===== src/rtl/imem_loader_if.sv =====
// Byte-stream input and instruction-memory write bus of the boot loader.
// The loader sits on the slave side; the stream source / memory model uses master.
interface imem_loader_if #(
  parameter int ADDR_WIDTH = 8
) ();
  logic                  in_valid;
  logic [7:0]            in_data;
  logic                  in_ready;
  logic                  imem_we;
  logic [ADDR_WIDTH-1:0] imem_addr;
  logic [31:0]           imem_wdata;
  logic                  core_reset;
  logic                  done;
  logic                  error;

  modport master (
    output in_valid, in_data,
    input  in_ready, imem_we, imem_addr, imem_wdata, core_reset, done, error
  );

  modport slave (
    input  in_valid, in_data,
    output in_ready, imem_we, imem_addr, imem_wdata, core_reset, done, error
  );
endinterface


===== src/rtl/imem_loader.sv =====
// Boot-time loader: parses a MAGIC/length/data/checksum byte frame, writes
// little-endian words to instruction memory and releases the core once verified.
module imem_loader #(
  parameter int         ADDR_WIDTH = 8,
  parameter logic [7:0] MAGIC      = 8'hA5
) (
  input  logic          clk,
  input  logic          reset,
  imem_loader_if.slave  bus
);

  localparam logic [2:0] IDLE   = 3'd0;
  localparam logic [2:0] HDR_LO = 3'd1;
  localparam logic [2:0] HDR_HI = 3'd2;
  localparam logic [2:0] DATA   = 3'd3;
  localparam logic [2:0] CHECK  = 3'd4;
  localparam logic [2:0] DONE   = 3'd5;
  localparam logic [2:0] ERROR  = 3'd6;

  localparam logic [16:0] CAPACITY = 17'd1 << ADDR_WIDTH;

  logic [2:0]            state;
  logic [7:0]            n_lo;
  logic [15:0]           n_words;
  logic [1:0]            byte_cnt;
  logic [15:0]           word_cnt;
  logic [7:0]            csum;
  logic [23:0]           word_buf;
  logic                  imem_we_q;
  logic [ADDR_WIDTH-1:0] imem_addr_q;
  logic [31:0]           imem_wdata_q;
  logic                  in_ready;
  logic                  accept;
  logic [15:0]           n_hdr;

  // The loader never stalls the stream, so ready is simply held high.
  assign in_ready = 1'b1;
  assign accept   = bus.in_valid && in_ready;
  assign n_hdr    = {bus.in_data, n_lo};

  always_ff @(posedge clk or posedge reset) begin
    if (reset) begin
      state        <= IDLE;
      n_lo         <= 8'd0;
      n_words      <= 16'd0;
      byte_cnt     <= 2'd0;
      word_cnt     <= 16'd0;
      csum         <= 8'd0;
      word_buf     <= 24'd0;
      imem_we_q    <= 1'b0;
      imem_addr_q  <= '0;
      imem_wdata_q <= 32'd0;
    end else begin
      imem_we_q <= 1'b0;
      if (accept) begin
        case (state)
          IDLE, DONE, ERROR: begin
            if (bus.in_data == MAGIC) begin
              state    <= HDR_LO;
              csum     <= 8'd0;
              byte_cnt <= 2'd0;
              word_cnt <= 16'd0;
            end
          end
          HDR_LO: begin
            n_lo  <= bus.in_data;
            state <= HDR_HI;
          end
          HDR_HI: begin
            n_words <= n_hdr;
            if ({1'b0, n_hdr} > CAPACITY)
              state <= ERROR;
            else if (n_hdr == 16'd0)
              state <= CHECK;
            else
              state <= DATA;
          end
          DATA: begin
            csum     <= csum ^ bus.in_data;
            byte_cnt <= byte_cnt + 2'd1;
            case (byte_cnt)
              2'd0: word_buf[7:0]   <= bus.in_data;
              2'd1: word_buf[15:8]  <= bus.in_data;
              2'd2: word_buf[23:16] <= bus.in_data;
              2'd3: begin
                imem_we_q    <= 1'b1;
                imem_addr_q  <= word_cnt[ADDR_WIDTH-1:0];
                imem_wdata_q <= {bus.in_data, word_buf};
                word_cnt     <= word_cnt + 16'd1;
                // The final word hands over to checksum; the counter never wraps into another write.
                if (word_cnt == n_words - 16'd1)
                  state <= CHECK;
              end
            endcase
          end
          CHECK: state <= (bus.in_data == csum) ? DONE : ERROR;
          default: state <= IDLE;
        endcase
      end
    end
  end

  assign bus.in_ready   = in_ready;
  assign bus.imem_we    = imem_we_q;
  assign bus.imem_addr  = imem_addr_q;
  assign bus.imem_wdata = imem_wdata_q;
  assign bus.core_reset = (state != DONE);
  assign bus.done       = (state == DONE);
  assign bus.error      = (state == ERROR);

endmodule


===== src/flat_wrapper.sv =====
// flat-port wrapper written by rule: the top's interface ports become plain ports
module imem_loader_flat 
#(
  parameter int         ADDR_WIDTH = 8,
  parameter logic [7:0] MAGIC      = 8'hA5
)
  (clk, reset, bus_in_valid, bus_in_data, bus_in_ready, bus_imem_we, bus_imem_addr, bus_imem_wdata, bus_core_reset, bus_done, bus_error);
  imem_loader_if #(.ADDR_WIDTH(ADDR_WIDTH)) bus_i ();
  input  logic clk;
  input  logic reset;
  input wire logic [$bits(bus_i.in_valid)-1:0] bus_in_valid;
  input wire logic [$bits(bus_i.in_data)-1:0] bus_in_data;
  output wire logic [$bits(bus_i.in_ready)-1:0] bus_in_ready;
  output wire logic [$bits(bus_i.imem_we)-1:0] bus_imem_we;
  output wire logic [$bits(bus_i.imem_addr)-1:0] bus_imem_addr;
  output wire logic [$bits(bus_i.imem_wdata)-1:0] bus_imem_wdata;
  output wire logic [$bits(bus_i.core_reset)-1:0] bus_core_reset;
  output wire logic [$bits(bus_i.done)-1:0] bus_done;
  output wire logic [$bits(bus_i.error)-1:0] bus_error;
  assign bus_i.in_valid = bus_in_valid;
  assign bus_i.in_data = bus_in_data;
  assign bus_in_ready = bus_i.in_ready;
  assign bus_imem_we = bus_i.imem_we;
  assign bus_imem_addr = bus_i.imem_addr;
  assign bus_imem_wdata = bus_i.imem_wdata;
  assign bus_core_reset = bus_i.core_reset;
  assign bus_done = bus_i.done;
  assign bus_error = bus_i.error;
  imem_loader #(.ADDR_WIDTH(ADDR_WIDTH), .MAGIC(MAGIC)) u_core (.clk(clk), .reset(reset), .bus(bus_i));
endmodule

===== config.mk =====
export PLATFORM = sky130hd
export DESIGN_NAME = imem_loader_flat
export DESIGN_NICKNAME = d
export VERILOG_FILES = /design/src/rtl/imem_loader_if.sv /design/src/rtl/imem_loader.sv /design/src/flat_wrapper.sv
export SDC_FILE = /design/constraint.sdc
export NUM_CORES = 1
export LEC_CHECK = 0
export CORE_ASPECT_RATIO = 0.7
export CORE_UTILIZATION = 40
export CTS_BUF_LIST = sky130_fd_sc_hd__clkbuf_4 sky130_fd_sc_hd__clkbuf_8 sky130_fd_sc_hd__clkbuf_16
export DETAILED_ROUTE_END_ITERATION = 7
export DONT_BUFFER_PORTS = 1
export GPL_TIMING_DRIVEN = 0
export HOLD_SLACK_MARGIN = 0.03
export SLEW_MARGIN = 20
export SYNTH_ARGS = -nofsm -noshare
export SYNTH_HDL_FRONTEND = slang
export SYNTH_SLANG_ARGS = --single-unit

===== constraint.sdc =====
create_clock -name clk -period 5.7 [get_ports clk]
set_input_delay 0.855 -clock clk [delete_from_list [all_inputs] [get_ports clk]]
set_output_delay 0.855 -clock clk [all_outputs]
set_load 0.01 [all_outputs]

==> results of run 1 <==
==> cell usage in the layout, fill, tap and decap left out, types with 3 or more instances in the layout <==
| cell | count |
|---|---|
| mux2_2 | 82 |
| ha_1 | 6 |
| a21oi_1 | 10 |
| xor2_1 | 25 |
| nor3b_1 | 3 |
| nand2_1 | 28 |
| clkbuf_8 | 4 |
| nor4_1 | 9 |
| clkbuf_1 | 22 |
| o21ai_0 | 29 |
| nand3_1 | 5 |
| or4_1 | 4 |
| bufinv_16 | 4 |
| nor2_1 | 29 |
| clkbuf_16 | 17 |
| or2_2 | 3 |
| clkinvlp_4 | 3 |
| nor3_1 | 6 |
| inv_1 | 13 |
| or3_1 | 8 |
| and3_1 | 8 |
| dfrtp_1 | 118 |
| nand4_1 | 6 |
| xnor2_1 | 16 |
| nor2b_1 | 4 |
==> path summary, 6_finish.rpt <==
path                                        endpoint                 from  depth (start not counted)
max                               u_core.word_cnt[7]       bus_in_data[1]                          9
min                        u_core.bus.imem_wdata[11]                reset                          1
max reg2reg                          u_core.state[0]    u_core.n_words[3]                          8
min reg2reg                u_core.bus.imem_wdata[13]  u_core.word_buf[13]                          1
max in group asynchronous         u_core.word_cnt[1]                reset                          2
min in group clk           u_core.bus.imem_wdata[13]  u_core.word_buf[13]                          1
==> flip-flops by register name, indices dropped and copies added (netlist names) <==
register and cells:
u_core.bus.imem_addr 8, u_core.bus.imem_wdata 32, u_core.bus.imem_we 1, u_core.byte_cnt 2, u_core.csum 8, u_core.n_lo 8
u_core.n_words 16, u_core.state 3, u_core.word_buf 24, u_core.word_cnt 16
==> per-layer routing <==
layer  vias up  global-route usage (%)  wire [um]
met3        16                    5.18        721
met5         -                       0          0
met2        78                    28.7       5690
li1       1729                       -          -
met4         0                    7.69        178
met1      1940                    27.2       6120
==> cell type report <==
type	instances	share of cell area (%)
plain buffers	27	1.69
clock buffers	21	7.45
inverters	15	0.950
flip-flops and latches	118	45.8
well taps	185	3.59
repair buffers	1	0.427
multi-input cells	320	37.8
clock inverters	8	2.29
==> kinds of logic (layout without fill, tap and decap cells) <==
kind of cell | count (synthesis) | in the layout | share of synthesized area [%]
xor+xnor | 41 | 41 | 6.46
simple gates | 126 | 126 | 12.1
flops | 118 | 118 | 53.1
compound gates | 62 | 62 | 6.95
other cells | 1 | 1 | 0.0675
buf+inv | 42 | 72 | 2.97
fa+ha+maj | 6 | 6 | 1.35
mux | 84 | 84 | 17.0
==> worst max-delay path, stage by stage <==
cell      delay [ps]
clkbuf_1         320
or4_1            650
nor3_1           410
o22a_1           370
and4_1           240
clkbuf_1         310
and3_1           230
xnor2_1          110
nor2_1            50
==> stage by stage <==
| stage | util [%] | worst slack (ps) | hold WS, ps | std cells |
|---|---|---|---|---|
| floorplan | - | 1720 | 466 | 480 |
| global placement | 43.4 | 588 | 482 | 665 |
| detailed placement | 43.6 | 2040 | 490 | 666 |
| CTS | 48.3 | 2470 | 353 | 695 |
| global route | 48.3 | 2240 | 364 | 695 |
| finish | 48.3 | 2410 | 329 | 695 |
==> report_power, final <==
| group | switching (mW) | internal, mW |
|---|---|---|
| clock | 0.365 | 0.769 |
| sequential | 0.256 | 1.12 |
| combinational | 0.467 | 0.428 |
| total | 1.09 | 2.32 |
==> metrics list, run 1 <==
- The area growth from synthesis to layout is 16.0%.
* Critical Path RT: 5970 ps
- Top cells by area in the synthesized netlist: dfrtp_1, mux2_2, xor2_1, o21ai_0, xnor2_1
- Insertion delay of the later-clocked pin in the worst-skew pair: 410 ps
- Run status: completed
* Starting utilization of the core area: 41.6%
- Number of maximum-capacitance violations: 0
- The number of max-slew violations in the final report was 0.
- RSZ-0062 raised after global routing: false
* Number of flip-flops and latches in the synthesized netlist: 118
- Headroom to the max-slew limit came out at 48.3%.
- The die covers 14400 sq um.
* Period Utilization, post-route: 57.8%
- Shortest clock period the worst path allows after layout: 3290 ps
* Quantity of hold-fixing buffers added after cts: 0
- By startpoint and endpoint, the worst setup path is classified as in -> reg.
- After layout, the design draws a total of 3.41 mW.
- The number of setup buffers added after CTS is 0.
- In this run the worst path has a maximum fanout of 10.
- Type of the worst min-delay path: in -> async
- DRC violation count after routing: 0
* Most area-hungry cell type in the Yosys netlist: dfrtp_1
* Largest voltage drop on the vdd net: 0.298 mV
* Count of distinct cell types in the synthesized netlist: 55
* GR Util All Layers: 19.5%
- Most numerous cell in the Yosys netlist: dfrtp_1
- In the synthesized netlist, the cells that appear most often are dfrtp_1, mux2_2, nor2_1, o21ai_0, nand2_1.
- CTS placed an instance of clkbuf_16 at the clock tree root.
* WL per Instance: 18.3 um
- The clock tree synthesis step divided the H-tree into 4 levels.
- Worst Skew: 7.97 ps
- During placement, the flow inserted port buffers numbering 0.
- The initial antenna violation count was 0.
- Core Box Area: 13400 sq um
- Layout cell share with drive strength beyond 1: 25.5%
- Number of nets in the layout: 517
- The number of nets handed over by synthesis was 497.
* Area occupied by registers: 2950 sq um
- Share of synthesized area occupied by flip-flops and latches: 53.1%
- The synthesized design contains 0 enable-type register cells.
- Area after detailed placement: 5820 sq um
* Post-detailed-placement half-perimeter wirelength: 8.74 mm
- The die is 101 um tall.
- Kind of end point of the critical path: flip-flop
- Area of all placed cells without fillers: 6450 sq um
- Warnings from Yosys: 0
- CTS tree: built
- Horiz. Die Dim: 143 um
* Overflow left after global routing: 0
* Dominant synthesized flop cell: dfrtp_1
* Setup TNS Final: 0 ps
- Filler Cell Count: 1182
* DR vias: 3763
- Antenna diode instance count: 0
- The worst register-to-register path has a setup slack of 2690 ps.
- Post-synthesis cell area: 5560 sq um
- The worst setup path is launched from an input port.
- During I/O placement, the number of pins put on the boundary was 56.
- In this run the static leakage power is 2.95 nW.
- Synthesized instance count: 480
- After the first detailed-routing iteration, the DRC count stood at 252.
- In the routed layout, each cell is associated on average with a via count of 5.41.
- No sink is reached through more buffers than the 2 on the longest clock path.
- Pin count of the biggest net entering global routing: 71
- Multi-input gate area: 2440 sq um
* GPL Wtd Cong: 0.872
- Gates resized during post-CTS repair numbered 0.
- Register clock-pin slew on the reported worst setup and hold paths: 50 ps
- The first global-routing pass estimated 20.8 mm of wire.
- Remaining antenna violation count: 0
- For this design the ratio of total power to cell area is 528 nW/um^2.
* Max Freq: 304 MHz
- Row generation in the floorplan step produced 35 rows.
- First-pass iteration count of the detailed router: 4
- Number of clock sinks seen by CTS: 118
- Transition time at the pin with the least slew margin: 769 ps
- Mean instance size in the synthesized netlist: 11.6 sq um
* Count of endpoints failing hold in the final timing report: 0
* Total wirelength of the detailed-routed design: 12.7 mm
* Signal arrival time at the worst endpoint: 3560 ps
- Of the post-synthesis cell area, the dominant cell type holds 53.1%.
* Total clock buffers created by CTS: 17
* Count of final setup violators: 0
* Number of global-route vias before repair: 3863
* Async S/R FF share, synth: 100%
Power figures use the tool's default switching activity.
==> inputs of run 2 (changes only) <==
- clock period: 5.7 -> 2.7 ns (I/O delays scaled with it)
==> run 2 against run 1 <==
The flow now finishes with violations (negative setup slack). Register-to-register slack lost 2700 ps. Largest cell class unchanged. First-iteration DRC count shrank 21%. Sequential power grew 110%. Via count grew 0.35%. Largest power group unchanged. Non-clock buffer count grew 9.
==> metrics list, run 2 (synthesis gave the netlist of run 1 again) <==
- The maximum number of pins on one net before global-route repair came to 36 (was 71).
- Cell chain of the critical path: or4_4 > or3_4 > or4_4 > a21oi_4 > nand4_4 > buf_6 > a211o_1 (was clkbuf_1 > or4_1 > nor3_1 > o22a_1 > and4_1 > clkbuf_1 > and3_1 > xnor2_1 > nor2_1).
- The deepest level of the CTS H-tree was 4 (unchanged).
- Cell repeated most along the worst path: or4_4 (was clkbuf_1)
- The count of boundary I/O pins was 56 (unchanged).
- The wire length of the first global-routing pass is 21.1 mm (was 20.8 mm).
* Antenna violations before repair: 0 (unchanged)
* Insertion delay of the later-clocked pin in the worst-skew pair: 410 ps (about the same)
- The remaining antenna violation count was 0 (unchanged).
* Die area: 14400 sq um (unchanged)
- Number of clock sinks seen by CTS: 118 (unchanged)
- The category of the worst setup path capture point is a flip-flop (unchanged).
* Violations in the final reports: negative setup slack
* Chip height: 101 um (unchanged)
- The final number of hold-violating endpoints was 0 (unchanged).
- Count of final setup violators: 1 (was 0)
- The HPWL after detailed placement was 8.74 mm (about the same).
* Max-Slew Margin vs Limit: 54.9% (was 48.3%)
- Most frequent cells in the layout: dfrtp_1, mux2_2, nand2_1, o21ai_0, nor2_1 (was dfrtp_1, mux2_2, o21ai_0, nor2_1, nand2_1)
* Transition time at the pin with the least slew margin: 677 ps (was 769 ps)
- Antenna diode instance count: 0 (unchanged)
* End of the worst register-to-register path: u_core.state[0] (unchanged)
- The worst clock skew came to 6.20 ps (was 7.97 ps).
- Highest net fanout along the worst path: 5 (was 10)
- The all-layer global routing usage was 19.5% (about the same).
- The arrival time of the worst setup path is 3000 ps (was 3560 ps).
* Type of the worst min-delay path: in -> reg (was in -> async)
- Worst setup slack for register-to-register paths: -10 ps (was 2690 ps)
* Floorplan row count: 35 (unchanged)
- The average vias per placed instance was 5.34 (was 5.41).
* Hold Crit Endpoint: u_core.state[0]
- The number of global-route vias before repair came to 3917 (was 3863).
- The worst path in the final design needs a cycle of 2710 ps, including I/O delays and setup.
- The total CTS buffers came to 17 (unchanged).
- Seq pwr share: 40.4% (was 40.5%)
- The combinational power share was 29.2% (was 26.2%).
- The average wire length per cell after detail routing is 18.1 um (was 18.3 um).
* Worst Setup Start Kind: flip-flop (was input port)
- Critical path class: reg -> reg (was in -> reg)
- The internal power of the cells was 4.79 mW (was 2.32 mW).
* Period Utilization, post-route: 101%
- Delay of the slowest cell on the worst path: 540 ps (was 650 ps)
- The final estimated routing congestion in global placement was 0.874 (was 0.872).
* Net load switching power: 2.42 mW (was 1.09 mW)
* Power per cell area: 1090 nW/um^2 (was 528 nW/um^2)
- Number of maximum-capacitance violations: 0 (unchanged)
- Final Worst Setup Slack: -13.7 ps (was 2410 ps)
- Based on the critical path, the design can be clocked at up to 368 MHz.
* Number of cells on the worst hold path: 2
- RSZ-0062 raised after global routing: true (was false)
- Run status: finished, violations left (was completed).
- The number of DRC violations after detailed routing came to 0 (unchanged).
- Total wirelength of the detailed-routed design: 12.8 mm (was 12.7 mm)
- The placeable core area was 13400 sq um (unchanged).
- CTS tree: built (unchanged)
* Area grow syn2layout: 18.9% (was 16.0%)
- The cell leakage power came to 3.01 nW (was 2.95 nW).
- Most common cell after layout, fill and taps aside: dfrtp_1 (unchanged)
* Launch point of the worst path: u_core.n_words[8] (was bus_in_data[1])
- Area after detailed placement: 5850 sq um (was 5820 sq um)
* Starting utilization of the core area: 41.6% (unchanged)
- The switching share of power is 33.6% (was 31.9%).
- The proportion of power drawn by the clock network is 30.4% (was 33.3%).
- The flip-flop count of the largest register, all copies and words added came to 32 (unchanged).
- Area of all placed cells without fillers: 6610 sq um (was 6450 sq um)
- The layout filler cell count was 1144 (was 1182).
- The worst-case clock buffer depth was 2 (unchanged).
* Number of pins exceeding their max-slew limit in the final report: 0 (unchanged)
- DR vias: 3776 (was 3763)
- The count of input and output buffers was 0 (unchanged).
* Critical Path RT: 2990 ps (was 5970 ps)
- Overflow left after global routing: 0 (unchanged)
- The cell with the largest stage delay on the worst path is or4_4 (was or4_1).
* Layout cell share with drive strength beyond 1: 31.6% (was 25.5%)
- In this run the most critical hold path is launched from bus_in_valid.
* Power consumption: 7.21 mW (was 3.41 mW)
* Register clock-pin slew on the reported worst setup and hold paths: 50 ps (about the same)
- Count of routing violations after the opening detailed-route iteration: 200 (was 252)
- The startpoint of the lowest-slack register-to-register path was u_core.n_words[8] (was u_core.n_words[3]).
- The iteration count of the initial detailed-routing pass was 5 (was 4).
- The worst vdd rail ir drop was 0.635 mV (was 0.298 mV).
- Cell chosen for the clock root: clkbuf_16 (unchanged)
- The die extent in x was 143 um (unchanged).
- The final net count came to 526 (was 517).
- The number of cells on the worst reg-to-reg path is 7 (was 8).
run 2: cell types whose count changed in the layout (fill, tap and decap cells not counted), sizes merged:
cell and delta:
buf +12, clkbuf -5, dlygate4sd3 +1, clkinv +6, bufinv -2
run 2: power groups by stage:
stage / Sequential (mW) / Clock [mW] / Combinational (mW)
final: 2.91 / 2.20 / 2.10
after global routing: 3.00 / 2.33 / 2.32
after CTS: 2.91 / 2.25 / 2.00
after detailed placement: 2.93 / 0 / 1.86
after global placement: 2.91 / 0 / 1.77
after floorplan: 2.78 / 0 / 1.51
run 2: what timing repair did:
action	in CTS	in global routing
hold buffers	1	0
gates resized for setup	15	19
pin swaps	8	6
endpoints found under the setup margin	19	33
endpoints found under the hold margin	17	0
buffers inserted	5	5
run 2: worst max-delay path by stage:
stage                     cells past startpoint            endpoint
final                                         7     u_core.state[0]
after global routing                          8     u_core.state[2]
after CTS                                     8     u_core.state[0]
after detailed placement                      9  u_core.word_cnt[7]
after global placement                        9  u_core.word_cnt[7]
after floorplan                               8     u_core.state[0]
run 2: critical path, delay by kind of cell (launching register included):
family	cells	cell delay [ps]
buffers and inverters	1	160
and+or+nand+nor	4	1550
DFF	1	440
AOI/OAI and AO/OA	2	440
run 2: stage by stage:
step	setup WS [ps]	hold slack, ps	utilization (%)	setup TNS, ps	instances
finish	-13.7	282	49.5	-13.7	707
global route	-72.3	321	49.5	-172	707
CTS	-102	266	49.0	-128	705
detailed placement	-500	314	43.8	-7310	668
global placement	-463	481	43.4	-6320	665
floorplan	16.0	466	-	0	480
run 2: metal layers:
metal,part of all wire [%],global-route usage [%]
met2,43,29.1
met4,1.8,7.20
met5,0,0
met1,48,26.8
met3,6.8,5.99
run 2: layout make-up:
| class | instances | area [sq um] | share of cell area (%) |
|---|---|---|---|
| Clock inverter | 12 | 130 | 1.97 |
| Clock buffer | 20 | 448 | 6.78 |
| Sequential cell | 118 | 2960 | 44.8 |
| Buffer | 23 | 97.6 | 1.48 |
| Timing Repair Buffer | 14 | 149 | 2.25 |
| Inverter | 15 | 60.1 | 0.908 |
| Multi-Input combinational cell | 320 | 2540 | 38.4 |
| Tap cell | 185 | 231 | 3.50 |
